--- src/rtl/bsg_manycore_io_router_sdr_link_test_ctrl.sv ---
// Sequences one SDR link test node: hold in reset, send a fixed packet count, drain returns, report result.
// Define BSG_SDR_LINK_TEST_TIMEOUT_EN to build the receive-stall watchdog (fail code 2).
module bsg_manycore_io_router_sdr_link_test_ctrl #(
   parameter int num_pkts_width_p = 16,
   parameter int timeout_width_p  = 16,
   parameter int clear_cycles_p   = 4
) (
   input  logic                        clk_i,
   input  logic                        reset_n_i,
   input  logic                        start_i,
   input  logic [num_pkts_width_p-1:0] num_pkts_i,
   input  logic [timeout_width_p-1:0]  timeout_i,
   input  logic                        node_error_i,
   input  logic [31:0]                 node_sent_i,
   input  logic [31:0]                 node_received_i,
   output logic                        node_reset_o,
   output logic                        node_en_o,
   output logic                        busy_o,
   output logic                        done_o,
   output logic                        pass_o,
   output logic [1:0]                  fail_code_o,
   output logic [31:0]                 cycles_o
);

   typedef enum logic [2:0] {IDLE, CLEAR, RUN, DRAIN, DONE} state_e;

   localparam int clr_width_lp = $clog2(clear_cycles_p);
   localparam logic [clr_width_lp-1:0] clr_last_lp = clr_width_lp'(clear_cycles_p - 1);

   state_e                      state_r;
   logic [num_pkts_width_p-1:0] target_r;
   logic [31:0]                 target_ext;
   logic [clr_width_lp-1:0]     clr_cnt_r;
   logic                        overrun;
   logic                        timeout_hit;

   assign target_ext = 32'(target_r);
   assign overrun    = (node_received_i > node_sent_i);

   // Combinational so the node sees en drop in the same cycle sent reaches the target.
   assign node_en_o = (state_r == RUN) && (node_sent_i < target_ext);

`ifdef BSG_SDR_LINK_TEST_TIMEOUT_EN
   logic [timeout_width_p-1:0] limit_r;
   logic [timeout_width_p-1:0] wd_r;
   logic [31:0]                prev_rx_r;

   assign timeout_hit = (wd_r >= limit_r);
`else
   logic unused_timeout;
   assign unused_timeout = ^timeout_i;
   assign timeout_hit    = 1'b0;
`endif

   always_ff @(posedge clk_i or negedge reset_n_i) begin
      if (!reset_n_i) begin
         state_r      <= IDLE;
         target_r     <= '0;
         clr_cnt_r    <= '0;
         node_reset_o <= 1'b1;
         busy_o       <= 1'b0;
         done_o       <= 1'b0;
         pass_o       <= 1'b0;
         fail_code_o  <= 2'd0;
         cycles_o     <= '0;
`ifdef BSG_SDR_LINK_TEST_TIMEOUT_EN
         limit_r      <= '0;
         wd_r         <= '0;
         prev_rx_r    <= '0;
`endif
      end else begin
`ifdef BSG_SDR_LINK_TEST_TIMEOUT_EN
         prev_rx_r <= node_received_i;
`endif
         case (state_r)
            IDLE, DONE: begin
               if (start_i) begin
                  state_r      <= CLEAR;
                  target_r     <= num_pkts_i;
                  clr_cnt_r    <= '0;
                  node_reset_o <= 1'b1;
                  busy_o       <= 1'b1;
                  done_o       <= 1'b0;
                  pass_o       <= 1'b0;
                  fail_code_o  <= 2'd0;
                  cycles_o     <= '0;
`ifdef BSG_SDR_LINK_TEST_TIMEOUT_EN
                  limit_r      <= timeout_i;
                  wd_r         <= '0;
`endif
               end
            end

            CLEAR: begin
               cycles_o    <= '0;
               fail_code_o <= 2'd0;
`ifdef BSG_SDR_LINK_TEST_TIMEOUT_EN
               wd_r        <= '0;
`endif
               if (clr_cnt_r == clr_last_lp) begin
                  state_r      <= RUN;
                  node_reset_o <= 1'b0;
               end else begin
                  clr_cnt_r <= clr_cnt_r + 1'b1;
               end
            end

            RUN, DRAIN: begin
               if (cycles_o != '1)
                  cycles_o <= cycles_o + 32'd1;
`ifdef BSG_SDR_LINK_TEST_TIMEOUT_EN
               wd_r <= (node_received_i != prev_rx_r) ? '0 : wd_r + 1'b1;
`endif
               // Failures outrank normal progress; data error > overrun > timeout.
               if (node_error_i || overrun || timeout_hit) begin
                  state_r     <= DONE;
                  busy_o      <= 1'b0;
                  done_o      <= 1'b1;
                  pass_o      <= 1'b0;
                  fail_code_o <= node_error_i ? 2'd1 : (overrun ? 2'd3 : 2'd2);
               end else if (state_r == RUN) begin
                  if (node_sent_i == target_ext)
                     state_r <= DRAIN;
               end else if (node_received_i == node_sent_i) begin
                  state_r     <= DONE;
                  busy_o      <= 1'b0;
                  done_o      <= 1'b1;
                  pass_o      <= 1'b1;
                  fail_code_o <= 2'd0;
               end
            end

            default: state_r <= IDLE;
         endcase
      end
   end

endmodule
--- config.mk ---
export PLATFORM = sky130hd
export DESIGN_NAME = bsg_manycore_io_router_sdr_link_test_ctrl
export DESIGN_NICKNAME = d
export VERILOG_FILES = /design/src/rtl/bsg_manycore_io_router_sdr_link_test_ctrl.sv
export SDC_FILE = /design/constraint.sdc
export NUM_CORES = 1
export LEC_CHECK = 0
export CAP_MARGIN = 25
export CORE_ASPECT_RATIO = 0.5
export CORE_UTILIZATION = 42
export CTS_BUF_LIST = sky130_fd_sc_hd__clkbuf_4 sky130_fd_sc_hd__clkbuf_8 sky130_fd_sc_hd__clkbuf_16
export CTS_CLUSTER_SIZE = 24
export DETAILED_ROUTE_END_ITERATION = 8
export PLACE_DENSITY = 0.75
export SYNTH_ARGS = -nofsm -noshare
export SYNTH_HDL_FRONTEND = slang
export SYNTH_SLANG_ARGS = --single-unit
--- constraint.sdc ---
create_clock -name clk_i -period 2.3 [get_ports clk_i]
set_input_delay 0.46 -clock clk_i [delete_from_list [all_inputs] [get_ports clk_i]]
set_output_delay 0.46 -clock clk_i [all_outputs]
set_load 0.005 [all_outputs]
==> Word-level counts from Yosys, hierarchy flattened <==
Cells that the tools add are included.
{ "classes": {"magnitude_cmp": 2, "n_reduce_logical": 15, "n_eq_ne": 16, "n_mux": 33, "addsub": 2} }
{ "ops": {"columns": ["cell", "n"], "rows": [
  ["$pmux W32 S3", 1],
  ["$mux W32", 2],
  ["$add A32 B1 Y32 const B", 1],
  ["$eq A32 B16 Y1", 1],
  ["$eq A32 B32 Y1", 1],
  ["$gt A32 B32 Y1", 1],
  ["$lt A32 B16 Y1", 1],
  ["$ne A32 B32 Y1 const B", 1],
  ["$mux W3", 6],
  ["$mux W2", 6],
  ["$reduce_and A4 Y1", 3],
  ["$mux W1", 11],
  ["$pmux W3 S3", 1],
  ["$reduce_and A3 Y1", 3],
  ["$ne A2 B2 Y1 const B", 4],
  ["$ne A4 B4 Y1 const B", 2],
  ["$pmux W1 S2", 4],
  ["$eq A3 B2 Y1 const B", 2],
  ["$ne A3 B3 Y1 const B", 2],
  ["$pmux W2 S3", 1],
  ["$pmux W2 S2", 1],
  ["$reduce_bool A2 Y1", 2],
  ["$reduce_or A2 Y1", 2],
  ["$eq A3 B1 Y1 const B", 1],
  ["other kinds (8)", 8]
]} }
{ "word_totals": {"elab_cells": 77, "output_inout_bits": 39, "inputBits": 100, "reg_bits": 59} }

==> Logic depth before layout (Yosys ltp) <==
{ "logic_depth": {"ltp_word": 5, "mapped_depth": 9, "depth_no_buf": 8} }

==> Worst setup path before layout <==
Ideal clock, no wire load.
{ "synth_path": {"path_kind": "register -> register", "from": "register cycles_o[0]", "to": "register cycles_o[0]", "t_required_ns": 2.175, "path_stages_with_launch": 7, "arrival_ns": 2.222, "slack_ns": -0.047, "synth_period_minus_slack_ns": 2.347, "path_buffers": 1, "setup_time_ns": 0.125, "cell_sequence": "dfrtp_1 ha_1 nand3_1 or4_4 buf_2 o21ai_1 mux2_2"} }
{ "synth_between": {"elab_chain_len": 3, "elab_cells_between_ends": 6, "cone_classes": "add/sub: 1; eq/ne: 2; mux: 2; reduce/logical: 1"} }
{ "synth_rtl": {"columns": ["item", "line", "rtl"], "rows": [
  ["start: declaration", "22", "output logic [31:0] cycles_o"],
  ["start signal: assignment", "110", "cycles_o <= cycles_o + 32'd1;"],
  ["$add A32 B1 Y32 or $ne A32 B32 Y1 (tied branches)", "110, 109", null],
  ["$mux W32 or $ne A2 B2 Y1 (tied branches)", null, null],
  ["$pmux W32 S3 or $reduce_and A3 Y1 (tied branches)", null, null]
]} }
Several ways; a longest one is shown, not always the timed one. The select of a mux whose other input is x is not followed.
A chain may end at the register's enable or synchronous reset.

==> Worst setup path after layout <==
{ "layout_path": {"from": "register target_r[9]", "to": "output node_en_o"} }
{ "layout_between": {"elab_chain_len": 2} }
{ "layout_rtl": {"columns": ["item", "line", "rtl"], "rows": [
  ["start: declaration", "31", "logic [num_pkts_width_p-1:0] target_r;"],
  ["start signal: assignment", "79", "target_r <= num_pkts_i;"],
  ["$lt A32 B16 Y1", "41", "assign node_en_o = (state_r == RUN) && (node_sent_i < target_ext);"],
  ["$logic_and A1 B1 Y1", "41", null],
  ["end: declaration", "17", "output logic node_en_o,"]
]} }
Every way passes these cells.

==> impl_metrics.yaml <==
timing:
  fin_ws_ps: 32.2
  timing.final.crit_share_pct: 98.6
  setup_viol_count_final: 0
  whs_ps: 115
  fin_skew_ps: 5.01
  slew_violations: 0
  min_period_ps: 2270
  slew_headroom_pct: 63.3
  timing.fmax_mhz: 441
  rsz0062_at_grt: "true"
  hold_viol: 0
  worst_pin_slew_ps: 550
cells_and_area:
  final_cell_mix: "85 x clkdlybuf4s50_1, 68 x buf_4, 57 x inv_1, 57 x dfrtp_1, 54 x nand2_1"
  layout_commonest_cell: "clkdlybuf4s50_1"
  area_growth_pct: 58.4
  fin_nets: 841
  fin_area_um2: 6690
  stdcell_count: 831
  final-seq-area_um2: 1480
  final_util_pct: 69.6
  multi_input_area_um2: 2730
  layout-drive-gt1-share_pct: 21.4
  antenna_cells: 0
  fillCellCount: 741
grt:
  grt_overflow: 0
  grt_pass1_wl_um: 19800
  grt_max_degree: 32
  grt_usage_pct: 24.4
  antenna_found_initial: 0
  grt_pass1_vias: 4229
critical_path:
  slowest_stage: "dfrtp_1"
  worstPathArrival_ps: 1810
  critical_path_required_ps: 1840
  crit_type: "reg -> out"
  critPathLaunchType: "flop"
  critPathMaxFanout: 2
  cp_slowest_stage_delay_ps: 370
  crit_chain: "inv_2 -> ha_4 -> a21o_1 -> a21o_1 -> a21oi_2 -> o2111ai_2 -> a21oi_2 -> buf_2"
  endpoint_kind: "output pin"
placed_design:
  dp_cells: 808
  finalWeightedCongestion: 0.858
  post-dp-hpwl_um: 9160
  post-place-ws_ps: -712
  io_buffers: 122
  dpl_cell_area_um2: 6020
drt:
  routedWlPerCell_um: 14.8
  drt_iter0_drc: 252
  ant_nets: 0
  via_per_inst: 5.28
  dr.pass1.iters: 4
  drc: 0
  vias: 4384
  drt-total-wl_um: 12300
synth:
  synth-async-reset-ratio_pct: 100
  ys.flop_type: "dfrtp_1"
  synth-edff-count: 0
  ys_warn_count: 0
  syn-num-nets: 652
  syn-cell-area_um2: 4220
  syn_avg_cell_area_um2: 8.41
  synth.top_cell.area_share_pct: 34.4
  synth.distinct_cells: 54
  ys_ff_latch: 59
  synth_area_leader_cell: "dfrtp_1"
  seq_area_frac_synth_pct: 35.0
  syn_inst: 502
  synth.area.top_cells: "dfrtp_1 34%, ha_1 15%, inv_1 5.4%"
clock_tree:
  clock-sinks: 59
  clkLatencyLatePin_ps: 330
  cts_buffer_depth: 2
  cts_root_buf: "clkbuf_16"
  htree_levels: 3
  clk_pin_slew_ps: 50
  cts_hold_buf: 0
  cts_buffers: 9
  cts_tree: "done"
floorplan:
  die_area_um2: 10500
  die_w_um: 144
  rows: 25
  fp.dieH_um: 72.9
  initial_core_util_pct: 43.9
  io_pins: 139
  coreArea_um2: 9600
power:
  ir_drop_v: 0.000499
  leakage_nw: 3.04
  p_per_area_nw_per_um2: 738
run_status:
  status: "completed"
run:
  drv_cap: 0
min_path:
  min-delay-path-class: "in -> async"
==> timing repair <==
action / 4_1_cts / 5_1_grt
setup endpoints to repair: 14 / 33
pin swaps: 34 / 28
hold endpoints to repair: 0 / 0
resized for setup: 82 / 36
buffers inserted: 4 / 3
==> cells by family after synthesis <==
group / after synthesis / share of synthesized area (%)
AOI/OAI and AO/OA: 123 / 18.4
and+or+nand+nor: 176 / 21.0
buffers and inverters: 77 / 7.14
DFF: 59 / 35.0
adders and majority gates: 50 / 14.8
xor gates and xnor gates: 16 / 3.32
muxes: 1 / 0.267
==> synth_stat cells (6+ instances only) <==
library cell and n:
inv_1 61, dfrtp_1 58, nand2_1 54, ha_1 50, o21ai_0 45, nor2_1 33, a21oi_1 27, nand3_1 14
nand4_1 14, nor4_1 14, nor3_1 13, o211ai_1 11, clkbuf_1 10, xor2_1 9, or4_1 8, a21o_1 7
xnor2_1 7, o31ai_1 6
==> area by class of cell <==
| cell class | count | area share (%) |
|---|---|---|
| clock inverters | 5 | 1.16 |
| multi-input cells | 366 | 40.8 |
| repair buffers | 194 | 26.3 |
| well taps | 135 | 2.53 |
| flip-flops and latches | 59 | 22.1 |
| clock buffers | 11 | 3.59 |
| inverters | 61 | 3.43 |
==> critical path, delay by kind of cell, from the launching register on <==
| kind | cells | cell delay [ps] |
|---|---|---|
| AOI/OAI and AO/OA | 5 | 680 |
| DFF | 1 | 370 |
| buffers and inverters | 2 | 220 |
| adders and majority gates | 1 | 210 |
==> registers in the layout (all words and copies together), names as in the netlist <==
| register | cells |
|---|---|
| pass_o | 1 |
| node_reset_o | 1 |
| state_r | 3 |
| cycles_o | 32 |
| fail_code_o | 2 |
| target_r | 16 |
| busy_o | 1 |
| clr_cnt_r | 2 |
| done_o | 1 |
==> per-stage QoR <==
step | TNS, ps | power (mW)
floorplan | 0 | 2.37
global placement | -10790 | 3.21
detailed placement | -11170 | 3.28
CTS | -15.8 | 4.85
global route | -179 | 5.26
finish | 0 | 4.93
==> power by group <==
group	total, mW	internal [mW]	switching (mW)
registers	1.38	1.27	0.116
clock network	1.45	0.968	0.482
logic	2.10	0.997	1.10
total	4.93	3.23	1.70
==> final timing paths <==
path | end | startpoint | slack (ps) | depth (start not counted)
max | node_en_o | target_r[9] | 30 | 8
min | target_r[12] | reset_n_i | 120 | 1
max reg2reg | cycles_o[27] | state_r[0] | 30 | 6
min reg2reg | node_reset_o | node_reset_o | 500 | 2
max in group asynchronous | cycles_o[11] | reset_n_i | 1500 | 2
min in group clk_i | node_reset_o | node_reset_o | 500 | 2
==> per-layer routing <==
metal  up-vias  part of all wire, %  GRT usage [%]
met5         -                    0              0
met4         0                  1.7           7.09
met3        26                  4.0           5.71
met2        94                   48           41.7
met1      2095                   46           30.9
li1       2169                    -              -
(Power assumes the default switching activity.)
